[src/rtl/rv32_pkg.sv]
// Shared RV32I definitions: opcodes, ALU encodings, control-word layout and
// the ID/EX pipeline register record.
package rv32_pkg;

    localparam int XLEN   = 32;
    localparam int NREGS  = 32;
    localparam int REG_AW = 5;

    localparam logic [31:0] NOP_INSTR = 32'h0000_0013;

    localparam logic [6:0] OPC_LUI    = 7'b0110111;
    localparam logic [6:0] OPC_AUIPC  = 7'b0010111;
    localparam logic [6:0] OPC_JAL    = 7'b1101111;
    localparam logic [6:0] OPC_JALR   = 7'b1100111;
    localparam logic [6:0] OPC_BRANCH = 7'b1100011;
    localparam logic [6:0] OPC_LOAD   = 7'b0000011;
    localparam logic [6:0] OPC_STORE  = 7'b0100011;
    localparam logic [6:0] OPC_OP_IMM = 7'b0010011;
    localparam logic [6:0] OPC_OP     = 7'b0110011;
    localparam logic [6:0] OPC_FENCE  = 7'b0001111;
    localparam logic [6:0] OPC_SYSTEM = 7'b1110011;

    typedef enum logic [3:0] {
        ALU_ADD   = 4'd0,
        ALU_SUB   = 4'd1,
        ALU_SLL   = 4'd2,
        ALU_SLT   = 4'd3,
        ALU_SLTU  = 4'd4,
        ALU_XOR   = 4'd5,
        ALU_SRL   = 4'd6,
        ALU_SRA   = 4'd7,
        ALU_OR    = 4'd8,
        ALU_AND   = 4'd9,
        ALU_PASSB = 4'd10
    } alu_op_e;

    localparam int CTRL_REG_WRITE   = 9;
    localparam int CTRL_MEM_READ    = 8;
    localparam int CTRL_MEM_WRITE   = 7;
    localparam int CTRL_BRANCH      = 6;
    localparam int CTRL_JAL         = 5;
    localparam int CTRL_JALR        = 4;
    localparam int CTRL_ALU_SRC_IMM = 3;
    localparam int CTRL_LUI         = 2;
    localparam int CTRL_AUIPC       = 1;
    localparam int CTRL_ILLEGAL     = 0;
    localparam int CTRL_W           = 10;

    // Field order matches the CTRL_* indices above, MSB first.
    typedef struct packed {
        logic reg_write;
        logic mem_read;
        logic mem_write;
        logic branch;
        logic jal;
        logic jalr;
        logic alu_src_imm;
        logic lui;
        logic auipc;
        logic illegal;
    } ctrl_t;

    typedef struct packed {
        logic              valid;
        logic [XLEN-1:0]   pc;
        logic [XLEN-1:0]   rs1_data;
        logic [XLEN-1:0]   rs2_data;
        logic [REG_AW-1:0] rs1;
        logic [REG_AW-1:0] rs2;
        logic [REG_AW-1:0] rd;
        logic [XLEN-1:0]   imm;
        alu_op_e           alu_op;
        ctrl_t             ctrl;
        logic [2:0]        funct3;
    } id_ex_t;

    // alt selects SUB over ADD and SRA over SRL (instruction bit 30).
    function automatic alu_op_e alu_decode(input logic [2:0] funct3, input logic alt);
        case (funct3)
            3'b000:  return alt ? ALU_SUB : ALU_ADD;
            3'b001:  return ALU_SLL;
            3'b010:  return ALU_SLT;
            3'b011:  return ALU_SLTU;
            3'b100:  return ALU_XOR;
            3'b101:  return alt ? ALU_SRA : ALU_SRL;
            3'b110:  return ALU_OR;
            default: return ALU_AND;
        endcase
    endfunction

endpackage

[src/rtl/id_stage_if.sv]
// ID/EX pipeline register bundle from decode toward execute.
interface id_stage_if;
    import rv32_pkg::*;

    logic              valid_E;
    logic [XLEN-1:0]   PcE;
    logic [XLEN-1:0]   rs1_data_E;
    logic [XLEN-1:0]   rs2_data_E;
    logic [REG_AW-1:0] rs1_E;
    logic [REG_AW-1:0] rs2_E;
    logic [REG_AW-1:0] rd_E;
    logic [XLEN-1:0]   imm_E;
    logic [3:0]        alu_op_E;
    logic [CTRL_W-1:0] ctrl_E;
    logic [2:0]        funct3_E;

    modport master (
        output valid_E, PcE, rs1_data_E, rs2_data_E, rs1_E, rs2_E, rd_E,
               imm_E, alu_op_E, ctrl_E, funct3_E
    );

    modport slave (
        input  valid_E, PcE, rs1_data_E, rs2_data_E, rs1_E, rs2_E, rd_E,
               imm_E, alu_op_E, ctrl_E, funct3_E
    );

endinterface

[src/rtl/reg_file.sv]
// 32x32 architectural register file: two combinational read ports with
// write-through bypass, one write port, x0 hardwired to zero.
module reg_file
    import rv32_pkg::*;
(
    input  logic              clk,
    input  logic              rst_n,
    input  logic [REG_AW-1:0] i_rs1_addr,
    input  logic [REG_AW-1:0] i_rs2_addr,
    output logic [XLEN-1:0]   o_rs1_data,
    output logic [XLEN-1:0]   o_rs2_data,
    input  logic              i_we,
    input  logic [REG_AW-1:0] i_rd,
    input  logic [XLEN-1:0]   i_wd
);

    logic [XLEN-1:0] r_regs [NREGS];
    logic            w_wr_en;

    assign w_wr_en = i_we && (i_rd != '0);

    // NOTE: the array is reset because the core relies on every register
    // reading zero out of reset; this rules out a plain RAM macro.
    always_ff @(posedge clk or negedge rst_n) begin
        if (!rst_n) begin
            for (int i = 0; i < NREGS; i++) begin
                r_regs[i] <= '0;
            end
        end else if (w_wr_en) begin
            r_regs[i_rd] <= i_wd;
        end
    end

    always_comb begin
        o_rs1_data = r_regs[i_rs1_addr];
        o_rs2_data = r_regs[i_rs2_addr];
        if (w_wr_en && (i_rd == i_rs1_addr)) o_rs1_data = i_wd;
        if (w_wr_en && (i_rd == i_rs2_addr)) o_rs2_data = i_wd;
        if (i_rs1_addr == '0) o_rs1_data = '0;
        if (i_rs2_addr == '0) o_rs2_data = '0;
    end

endmodule

[src/rtl/id_stage.sv]
// RV32I decode stage: field/control decode, register read, load-use hazard
// detection and the ID/EX pipeline register.
module id_stage
    import rv32_pkg::*;
(
    input  logic              clk,
    input  logic              rst_n,
    input  logic [31:0]       i_InstrD,
    input  logic [XLEN-1:0]   i_PcD,
    input  logic              i_flush,
    input  logic              i_ex_mem_read,
    input  logic [REG_AW-1:0] i_ex_rd,
    input  logic              i_wb_we,
    input  logic [REG_AW-1:0] i_wb_rd,
    input  logic [XLEN-1:0]   i_wb_data,
    output logic              o_stall,
    id_stage_if.master        o_id_ex
);

    logic [6:0]        w_opcode;
    logic [REG_AW-1:0] w_rs1;
    logic [REG_AW-1:0] w_rs2;
    logic [REG_AW-1:0] w_rd;
    logic              w_valid;
    logic              w_rs1_used;
    logic              w_rs2_used;
    logic              w_hazard;
    logic              w_issue;
    logic [XLEN-1:0]   w_rs1_data;
    logic [XLEN-1:0]   w_rs2_data;
    logic [XLEN-1:0]   w_imm_i, w_imm_s, w_imm_b, w_imm_u, w_imm_j;
    id_ex_t            w_dec;
    id_ex_t            r_id_ex;

    assign w_opcode = i_InstrD[6:0];
    assign w_rd     = i_InstrD[11:7];
    assign w_rs1    = i_InstrD[19:15];
    assign w_rs2    = i_InstrD[24:20];
    assign w_valid  = (i_InstrD != '0);

    assign w_imm_i = {{20{i_InstrD[31]}}, i_InstrD[31:20]};
    assign w_imm_s = {{20{i_InstrD[31]}}, i_InstrD[31:25], i_InstrD[11:7]};
    assign w_imm_b = {{19{i_InstrD[31]}}, i_InstrD[31], i_InstrD[7],
                      i_InstrD[30:25], i_InstrD[11:8], 1'b0};
    assign w_imm_u = {i_InstrD[31:12], 12'b0};
    assign w_imm_j = {{11{i_InstrD[31]}}, i_InstrD[31], i_InstrD[19:12],
                      i_InstrD[20], i_InstrD[30:21], 1'b0};

    reg_file u_reg_file (
        .clk        (clk),
        .rst_n      (rst_n),
        .i_rs1_addr (w_rs1),
        .i_rs2_addr (w_rs2),
        .o_rs1_data (w_rs1_data),
        .o_rs2_data (w_rs2_data),
        .i_we       (i_wb_we),
        .i_rd       (i_wb_rd),
        .i_wd       (i_wb_data)
    );

    // NOTE: every output of this block gets a default first so no path
    // through the case leaves a value unassigned and infers a latch.
    always_comb begin
        w_dec          = '0;
        w_dec.valid    = w_valid;
        w_dec.pc       = i_PcD;
        w_dec.rs1_data = w_rs1_data;
        w_dec.rs2_data = w_rs2_data;
        w_dec.rs1      = w_rs1;
        w_dec.rs2      = w_rs2;
        w_dec.rd       = w_rd;
        w_dec.funct3   = i_InstrD[14:12];
        w_dec.alu_op   = ALU_ADD;
        w_rs1_used     = 1'b1;
        w_rs2_used     = 1'b0;

        case (w_opcode)
            OPC_LUI: begin
                w_dec.ctrl.reg_write   = 1'b1;
                w_dec.ctrl.alu_src_imm = 1'b1;
                w_dec.ctrl.lui         = 1'b1;
                w_dec.alu_op           = ALU_PASSB;
                w_dec.imm              = w_imm_u;
                w_rs1_used             = 1'b0;
            end
            OPC_AUIPC: begin
                w_dec.ctrl.reg_write   = 1'b1;
                w_dec.ctrl.alu_src_imm = 1'b1;
                w_dec.ctrl.auipc       = 1'b1;
                w_dec.imm              = w_imm_u;
                w_rs1_used             = 1'b0;
            end
            OPC_JAL: begin
                w_dec.ctrl.reg_write = 1'b1;
                w_dec.ctrl.jal       = 1'b1;
                w_dec.imm            = w_imm_j;
                w_rs1_used           = 1'b0;
            end
            OPC_JALR: begin
                w_dec.ctrl.reg_write   = 1'b1;
                w_dec.ctrl.jalr        = 1'b1;
                w_dec.ctrl.alu_src_imm = 1'b1;
                w_dec.imm              = w_imm_i;
            end
            OPC_BRANCH: begin
                w_dec.ctrl.branch = 1'b1;
                w_dec.imm         = w_imm_b;
                w_rs2_used        = 1'b1;
                // Branches compare: equality via SUB, ordering via SLT/SLTU.
                case (i_InstrD[14:13])
                    2'b10:   w_dec.alu_op = ALU_SLT;
                    2'b11:   w_dec.alu_op = ALU_SLTU;
                    default: w_dec.alu_op = ALU_SUB;
                endcase
            end
            OPC_LOAD: begin
                w_dec.ctrl.reg_write   = 1'b1;
                w_dec.ctrl.mem_read    = 1'b1;
                w_dec.ctrl.alu_src_imm = 1'b1;
                w_dec.imm              = w_imm_i;
            end
            OPC_STORE: begin
                w_dec.ctrl.mem_write   = 1'b1;
                w_dec.ctrl.alu_src_imm = 1'b1;
                w_dec.imm              = w_imm_s;
                w_rs2_used             = 1'b1;
            end
            OPC_OP_IMM: begin
                w_dec.ctrl.reg_write   = 1'b1;
                w_dec.ctrl.alu_src_imm = 1'b1;
                w_dec.imm              = w_imm_i;
                w_dec.alu_op = alu_decode(i_InstrD[14:12],
                                          i_InstrD[30] && (i_InstrD[14:12] == 3'b101));
            end
            OPC_OP: begin
                w_dec.ctrl.reg_write = 1'b1;
                w_dec.alu_op         = alu_decode(i_InstrD[14:12], i_InstrD[30]);
                w_rs2_used           = 1'b1;
            end
            OPC_FENCE, OPC_SYSTEM: begin
                w_dec.imm = w_imm_i;
            end
            default: begin
                w_dec.ctrl.illegal = 1'b1;
            end
        endcase

        if (w_rd == '0) w_dec.ctrl.reg_write = 1'b0;
    end

    assign w_hazard = w_valid && i_ex_mem_read && (i_ex_rd != '0) &&
                      (((i_ex_rd == w_rs1) && w_rs1_used) ||
                       ((i_ex_rd == w_rs2) && w_rs2_used));

    // Gating with rst_n drops the stall immediately when reset asserts.
    assign o_stall = rst_n && !i_flush && w_hazard;
    assign w_issue = w_valid && !i_flush && !w_hazard;

    // NOTE: sequential state uses non-blocking assignments so every flop
    // samples its inputs from before the edge.
    always_ff @(posedge clk or negedge rst_n) begin
        if (!rst_n) begin
            r_id_ex <= '0;
        end else begin
            r_id_ex <= w_issue ? w_dec : '0;
        end
    end

    assign o_id_ex.valid_E    = r_id_ex.valid;
    assign o_id_ex.PcE        = r_id_ex.pc;
    assign o_id_ex.rs1_data_E = r_id_ex.rs1_data;
    assign o_id_ex.rs2_data_E = r_id_ex.rs2_data;
    assign o_id_ex.rs1_E      = r_id_ex.rs1;
    assign o_id_ex.rs2_E      = r_id_ex.rs2;
    assign o_id_ex.rd_E       = r_id_ex.rd;
    assign o_id_ex.imm_E      = r_id_ex.imm;
    assign o_id_ex.alu_op_E   = r_id_ex.alu_op;
    assign o_id_ex.ctrl_E     = r_id_ex.ctrl;
    assign o_id_ex.funct3_E   = r_id_ex.funct3;

endmodule

[src/flat_wrapper.sv]
// flat-port wrapper written by rule: the top's interface ports become plain ports
module id_stage_flat import rv32_pkg::*;
  (clk, rst_n, i_InstrD, i_PcD, i_flush, i_ex_mem_read, i_ex_rd, i_wb_we, i_wb_rd, i_wb_data, o_stall, o_id_ex_valid_E, o_id_ex_PcE, o_id_ex_rs1_data_E, o_id_ex_rs2_data_E, o_id_ex_rs1_E, o_id_ex_rs2_E, o_id_ex_rd_E, o_id_ex_imm_E, o_id_ex_alu_op_E, o_id_ex_ctrl_E, o_id_ex_funct3_E);
  id_stage_if o_id_ex_i ();
  input  logic clk;
  input  logic rst_n;
  input  logic [31:0] i_InstrD;
  input  logic [XLEN-1:0] i_PcD;
  input  logic i_flush;
  input  logic i_ex_mem_read;
  input  logic [REG_AW-1:0] i_ex_rd;
  input  logic i_wb_we;
  input  logic [REG_AW-1:0] i_wb_rd;
  input  logic [XLEN-1:0] i_wb_data;
  output logic o_stall;
  output wire logic [$bits(o_id_ex_i.valid_E)-1:0] o_id_ex_valid_E;
  output wire logic [$bits(o_id_ex_i.PcE)-1:0] o_id_ex_PcE;
  output wire logic [$bits(o_id_ex_i.rs1_data_E)-1:0] o_id_ex_rs1_data_E;
  output wire logic [$bits(o_id_ex_i.rs2_data_E)-1:0] o_id_ex_rs2_data_E;
  output wire logic [$bits(o_id_ex_i.rs1_E)-1:0] o_id_ex_rs1_E;
  output wire logic [$bits(o_id_ex_i.rs2_E)-1:0] o_id_ex_rs2_E;
  output wire logic [$bits(o_id_ex_i.rd_E)-1:0] o_id_ex_rd_E;
  output wire logic [$bits(o_id_ex_i.imm_E)-1:0] o_id_ex_imm_E;
  output wire logic [$bits(o_id_ex_i.alu_op_E)-1:0] o_id_ex_alu_op_E;
  output wire logic [$bits(o_id_ex_i.ctrl_E)-1:0] o_id_ex_ctrl_E;
  output wire logic [$bits(o_id_ex_i.funct3_E)-1:0] o_id_ex_funct3_E;
  assign o_id_ex_valid_E = o_id_ex_i.valid_E;
  assign o_id_ex_PcE = o_id_ex_i.PcE;
  assign o_id_ex_rs1_data_E = o_id_ex_i.rs1_data_E;
  assign o_id_ex_rs2_data_E = o_id_ex_i.rs2_data_E;
  assign o_id_ex_rs1_E = o_id_ex_i.rs1_E;
  assign o_id_ex_rs2_E = o_id_ex_i.rs2_E;
  assign o_id_ex_rd_E = o_id_ex_i.rd_E;
  assign o_id_ex_imm_E = o_id_ex_i.imm_E;
  assign o_id_ex_alu_op_E = o_id_ex_i.alu_op_E;
  assign o_id_ex_ctrl_E = o_id_ex_i.ctrl_E;
  assign o_id_ex_funct3_E = o_id_ex_i.funct3_E;
  id_stage u_core (.clk(clk), .rst_n(rst_n), .i_InstrD(i_InstrD), .i_PcD(i_PcD), .i_flush(i_flush), .i_ex_mem_read(i_ex_mem_read), .i_ex_rd(i_ex_rd), .i_wb_we(i_wb_we), .i_wb_rd(i_wb_rd), .i_wb_data(i_wb_data), .o_stall(o_stall), .o_id_ex(o_id_ex_i));
endmodule
[config.mk]
export PLATFORM = sky130hd
export DESIGN_NAME = id_stage_flat
export DESIGN_NICKNAME = d
export VERILOG_FILES = /design/src/rtl/rv32_pkg.sv /design/src/rtl/id_stage_if.sv /design/src/rtl/reg_file.sv /design/src/rtl/id_stage.sv /design/src/flat_wrapper.sv
export SDC_FILE = /design/constraint.sdc
export NUM_CORES = 2
export LEC_CHECK = 0
export ABC_AREA = 1
export CAP_MARGIN = 30
export CORE_MARGIN = 2
export CORE_UTILIZATION = 35
export DETAILED_ROUTE_END_ITERATION = 7
export SLEW_MARGIN = 20
export SYNTH_ARGS = -nofsm -noshare
export SYNTH_HDL_FRONTEND = slang
export SYNTH_SLANG_ARGS = --single-unit
export TNS_END_PERCENT = 5
[constraint.sdc]
create_clock -name clk -period 1.6 [get_ports clk]
set_input_delay 0.24 -clock clk [delete_from_list [all_inputs] [get_ports clk]]
set_output_delay 0.24 -clock clk [all_outputs]
set_load 0.1 [all_outputs]
==> run_results.csv <==
group,metric,value,unit
outcome,status,"finished, violations left",
outcome,violations,"design-rule violations, negative setup slack",
timing,finalMaxSlewViolations,0,
logic_synthesis,yosysWarnings,0,
logic_synthesis,avgSynthCellArea,6.91,sq um
die,core,0.183,sq mm
pwr,power,92.2,mW
setup_path,rr_worst_depth,9,
die,rows,157,
route,dr.pass1.iters,8,
clock_tree,cts_tree,"built",
setup_path,regToRegEndpoint,"u_core.o_id_ex.rs2_data_E[6]$_DFF_PN0_",
clock_tree,cts.sinks,1185,
setup_path,cp_cell_sequence,"buf_12",
die,io_pins,273,
setup_path,worstPathMaxFanout,1,
setup_path,start_kind,"flop",
logic_synthesis,ys_seq_area_share,46.2,%
logic_synthesis,synth_seq_cells,1185,
route,drc_errors,2,
finish,area_growth,29.3,%
place,dpl.hpwl,186000,microns
timing,fmax,557,MHz
setup_path,end_kind,"primary output",
die,die_area,0.187,sq mm
finish,nets,9913,
timing,setup_viol,162,
grt,grt_max_degree,135,
place,globalplace.congestion,0.967,
timing,clock_skew,0.0379,ns
setup_path,critPathSlowestCell,"dfrtp_2",
grt,first_global_vias,63584,
setup_path,required,1.36,ns
die,fp.dieH,432,microns
timing,setup_ws,-0.196,ns
finish,layout-drive-gt1-share,14.0,%
route,post_drt_wl_per_cell,22.8,microns
die,start_util,35.1,%
setup_path,cpLargestDelayFamily,"flip-flops",
clock_tree,ctsLongestPathBuffers,3,
job,maxCapViolCount,0,
timing,worst_pin_slew,0.823,ns
setup_path,max_stage_delay,0.52,ns
timing,slew_headroom,45.1,%
route,viasPerCell,5.47,
grt,grt_usage,29.6,%
min_path,min_path_type,"in2reg",
timing,period_needed,1.80,ns
setup_path,crit_path_start,"u_core.o_id_ex.rs1_data_E[30]$_DFF_PN0_",
logic_synthesis,synthArstFlopShare,100,%
timing,rsz0062_at_grt,"true",
logic_synthesis,ys_types,35,
finish,fin_util,45.4,%
setup_path,r2r_start,"u_core.u_reg_file.r_regs[358]$_DFFE_PN0P_",
setup_path,cp.arrival,1.56,ns
setup_path,cp.depth,1,
pwr,ir_drop,0.948,mV
route,ant_nets,0,
setup_path,cp.buffers_inverters,1,
timing,hold_viol,0,
setup_path,reg2reg_slack,0.04,ns
place,port_buffers,272,
logic_synthesis,syn_area,0.0642,sq mm
clock_tree,cts_root_buf,"clkbuf_16",
logic_synthesis,synth_nets,9397,
logic_synthesis,synth_flop_cell,"dfrtp_1",
die,fp.dieW,432,microns
route,wirelength,281000,microns
finish,layout_common_cells,"3373 x nand2_1, 1143 x dfrtp_1, 1125 x o21ai_0, 959 x nand3_1, 790 x nor2_1",
setup_path,critPathKind,"reg2out",
clock_tree,cts_max_level,4,
finish,fillers,17820,
grt,grt_first_pass_wirelength,416000,microns
logic_synthesis,synthCells,9286,
finish,final_common_cell,"nand2_1",
pwr,p_leak,39.3,nW
route,num_vias,67282,
grt,grt-ovfl-total,0,
timing,period_share,112,%
setup_path,crit_path_end,"o_id_ex_rs1_data_E[30]",
pwr,p_per_area,1110,mW/mm^2
clock_tree,cts_inserted_buffers,136,
logic_synthesis,synth_edf_count,0,
clock_tree,insertion_delay,0.82,ns
min_path,min-delay-start,"i_InstrD[3]",
clock_tree,clk_pin_slew,0.06,ns
grt,antenna_found_initial,10,
route,drtIter0Drc,8537,
==> Yosys cell counts (2+ instances only) <==
cell / count / area share, %
a21oi_1: 200 / 1.6
buf_1: 62 / 0.36
buf_2: 210 / 1.6
buf_6: 4 / 0.070
clkbuf_1: 469 / 2.7
clkinv_1: 34 / 0.20
dfrtp_1: 1185 / 46
inv_1: 481 / 2.8
inv_2: 19 / 0.11
nand2_1: 3414 / 20
nand2_2: 8 / 0.078
nand3_1: 969 / 7.6
nand4_1: 47 / 0.46
nor2_1: 809 / 4.7
nor2_2: 21 / 0.20
nor2_4: 2 / 0.035
nor3_1: 11 / 0.086
nor3_2: 3 / 0.047
o211ai_1: 144 / 1.7
o21ai_0: 1126 / 8.8
o21ai_1: 20 / 0.16
o22ai_1: 2 / 0.019
or2_2: 24 / 0.23
xnor2_1: 10 / 0.14
xor2_1: 2 / 0.027
==> metal layers <==
metal  part of all wire (%)  global-route usage [%]
met4                    7.8                    20.3
met2                     45                    46.0
met5                 0.0057                       0
met3                    9.1                    5.33
met1                     39                    37.3
==> metrics by stage <==
stage	hold WS (ns)	instance area (sq um)	worst slack [ns]	instances	setup TNS, ns
2_1_floorplan	-0.0556	64300	-0.580	9286	-0.793
3_3_place_gp	0.136	77400	-0.887	11971	-615.88
5_1_grt	0.0390	83000	-0.242	12298	-13.58
4_1_cts	0.00228	82700	-0.223	12278	-14.60
3_5_place_dp	0.133	77400	-0.881	11971	-640.54
6_report	0.0306	83000	-0.196	12299	-8.42
==> cell type report <==
cell class,instances,area (sq um),area share [%]
Timing Repair Buffer,1123,13800,16.7
Tap cell,2385,2980,3.60
Sequential cell,1185,29700,35.8
Multi-Input combinational cell,6821,29800,36.0
Clock buffer,201,4020,4.84
Inverter,535,2070,2.49
Clock inverter,39,532,0.641
Antenna cell,10,25.0,0.0301
==> cells by family (layout without fill, tap and decap cells) <==
logic type,Yosys count,count (layout),synth area share [%]
other,0,10,0
DFF,1185,1185,46.2
AOI/OAI and AO/OA,1496,1496,12.2
and+or+nand+nor,5313,5313,33.5
xor gates and xnor gates,12,12,0.164
buffers and inverters,1280,1898,7.94
==> state kept, by name, summed over array words and instances (netlist names) <==
name and flops:
u_core.o_id_ex.imm_E 32, u_core.o_id_ex.ctrl_E 10, u_core.o_id_ex.PcE 32, u_core.o_id_ex.funct3_E 3, u_core.o_id_ex.rs1_E 5, u_core.o_id_ex.rd_E 5
u_core.o_id_ex.rs2_data_E 32, u_core.o_id_ex.rs2_E 5, u_core.o_id_ex.alu_op_E 4, u_core.o_id_ex.valid_E 1, u_core.o_id_ex.rs1_data_E 32, u_core.u_reg_file.r_regs 1024
==> power by group <==
group	switching [mW]	internal, mW	leakage [nW]
logic	12.9	7.84	22.0
registers	3.73	35.1	15.1
clock network	13.5	19.2	2.23
==> worst min-delay path by stage <==
stage | slack (ns) | end | cells after the start
after detailed placement | 0.13 | u_core.u_reg_file.r_regs[71]$_DFFE_PN0P_ | 1
after global routing | 0.04 | u_core.o_id_ex.alu_op_E[3]$_DFF_PN0_ | 6
after global placement | 0.14 | u_core.u_reg_file.r_regs[71]$_DFFE_PN0P_ | 1
after floorplan | -0.06 | u_core.o_id_ex.PcE[0]$_DFF_PN0_ | 0
after CTS | 0.002 | u_core.o_id_ex.imm_E[21]$_DFF_PN0_ | 6
final | 0.03 | u_core.o_id_ex.ctrl_E[2]$_DFF_PN0_ | 6
==> what timing repair did <==
action / in CTS / in global routing
resized for setup: 136 / 65
pin swaps: 15 / 21
hold buffers: 59 / 2
endpoints found under the setup margin: 167 / 172
setup buffers: 8 / 9
hold endpoints to repair: 1239 / 2
Power figures use the tool's default switching activity.
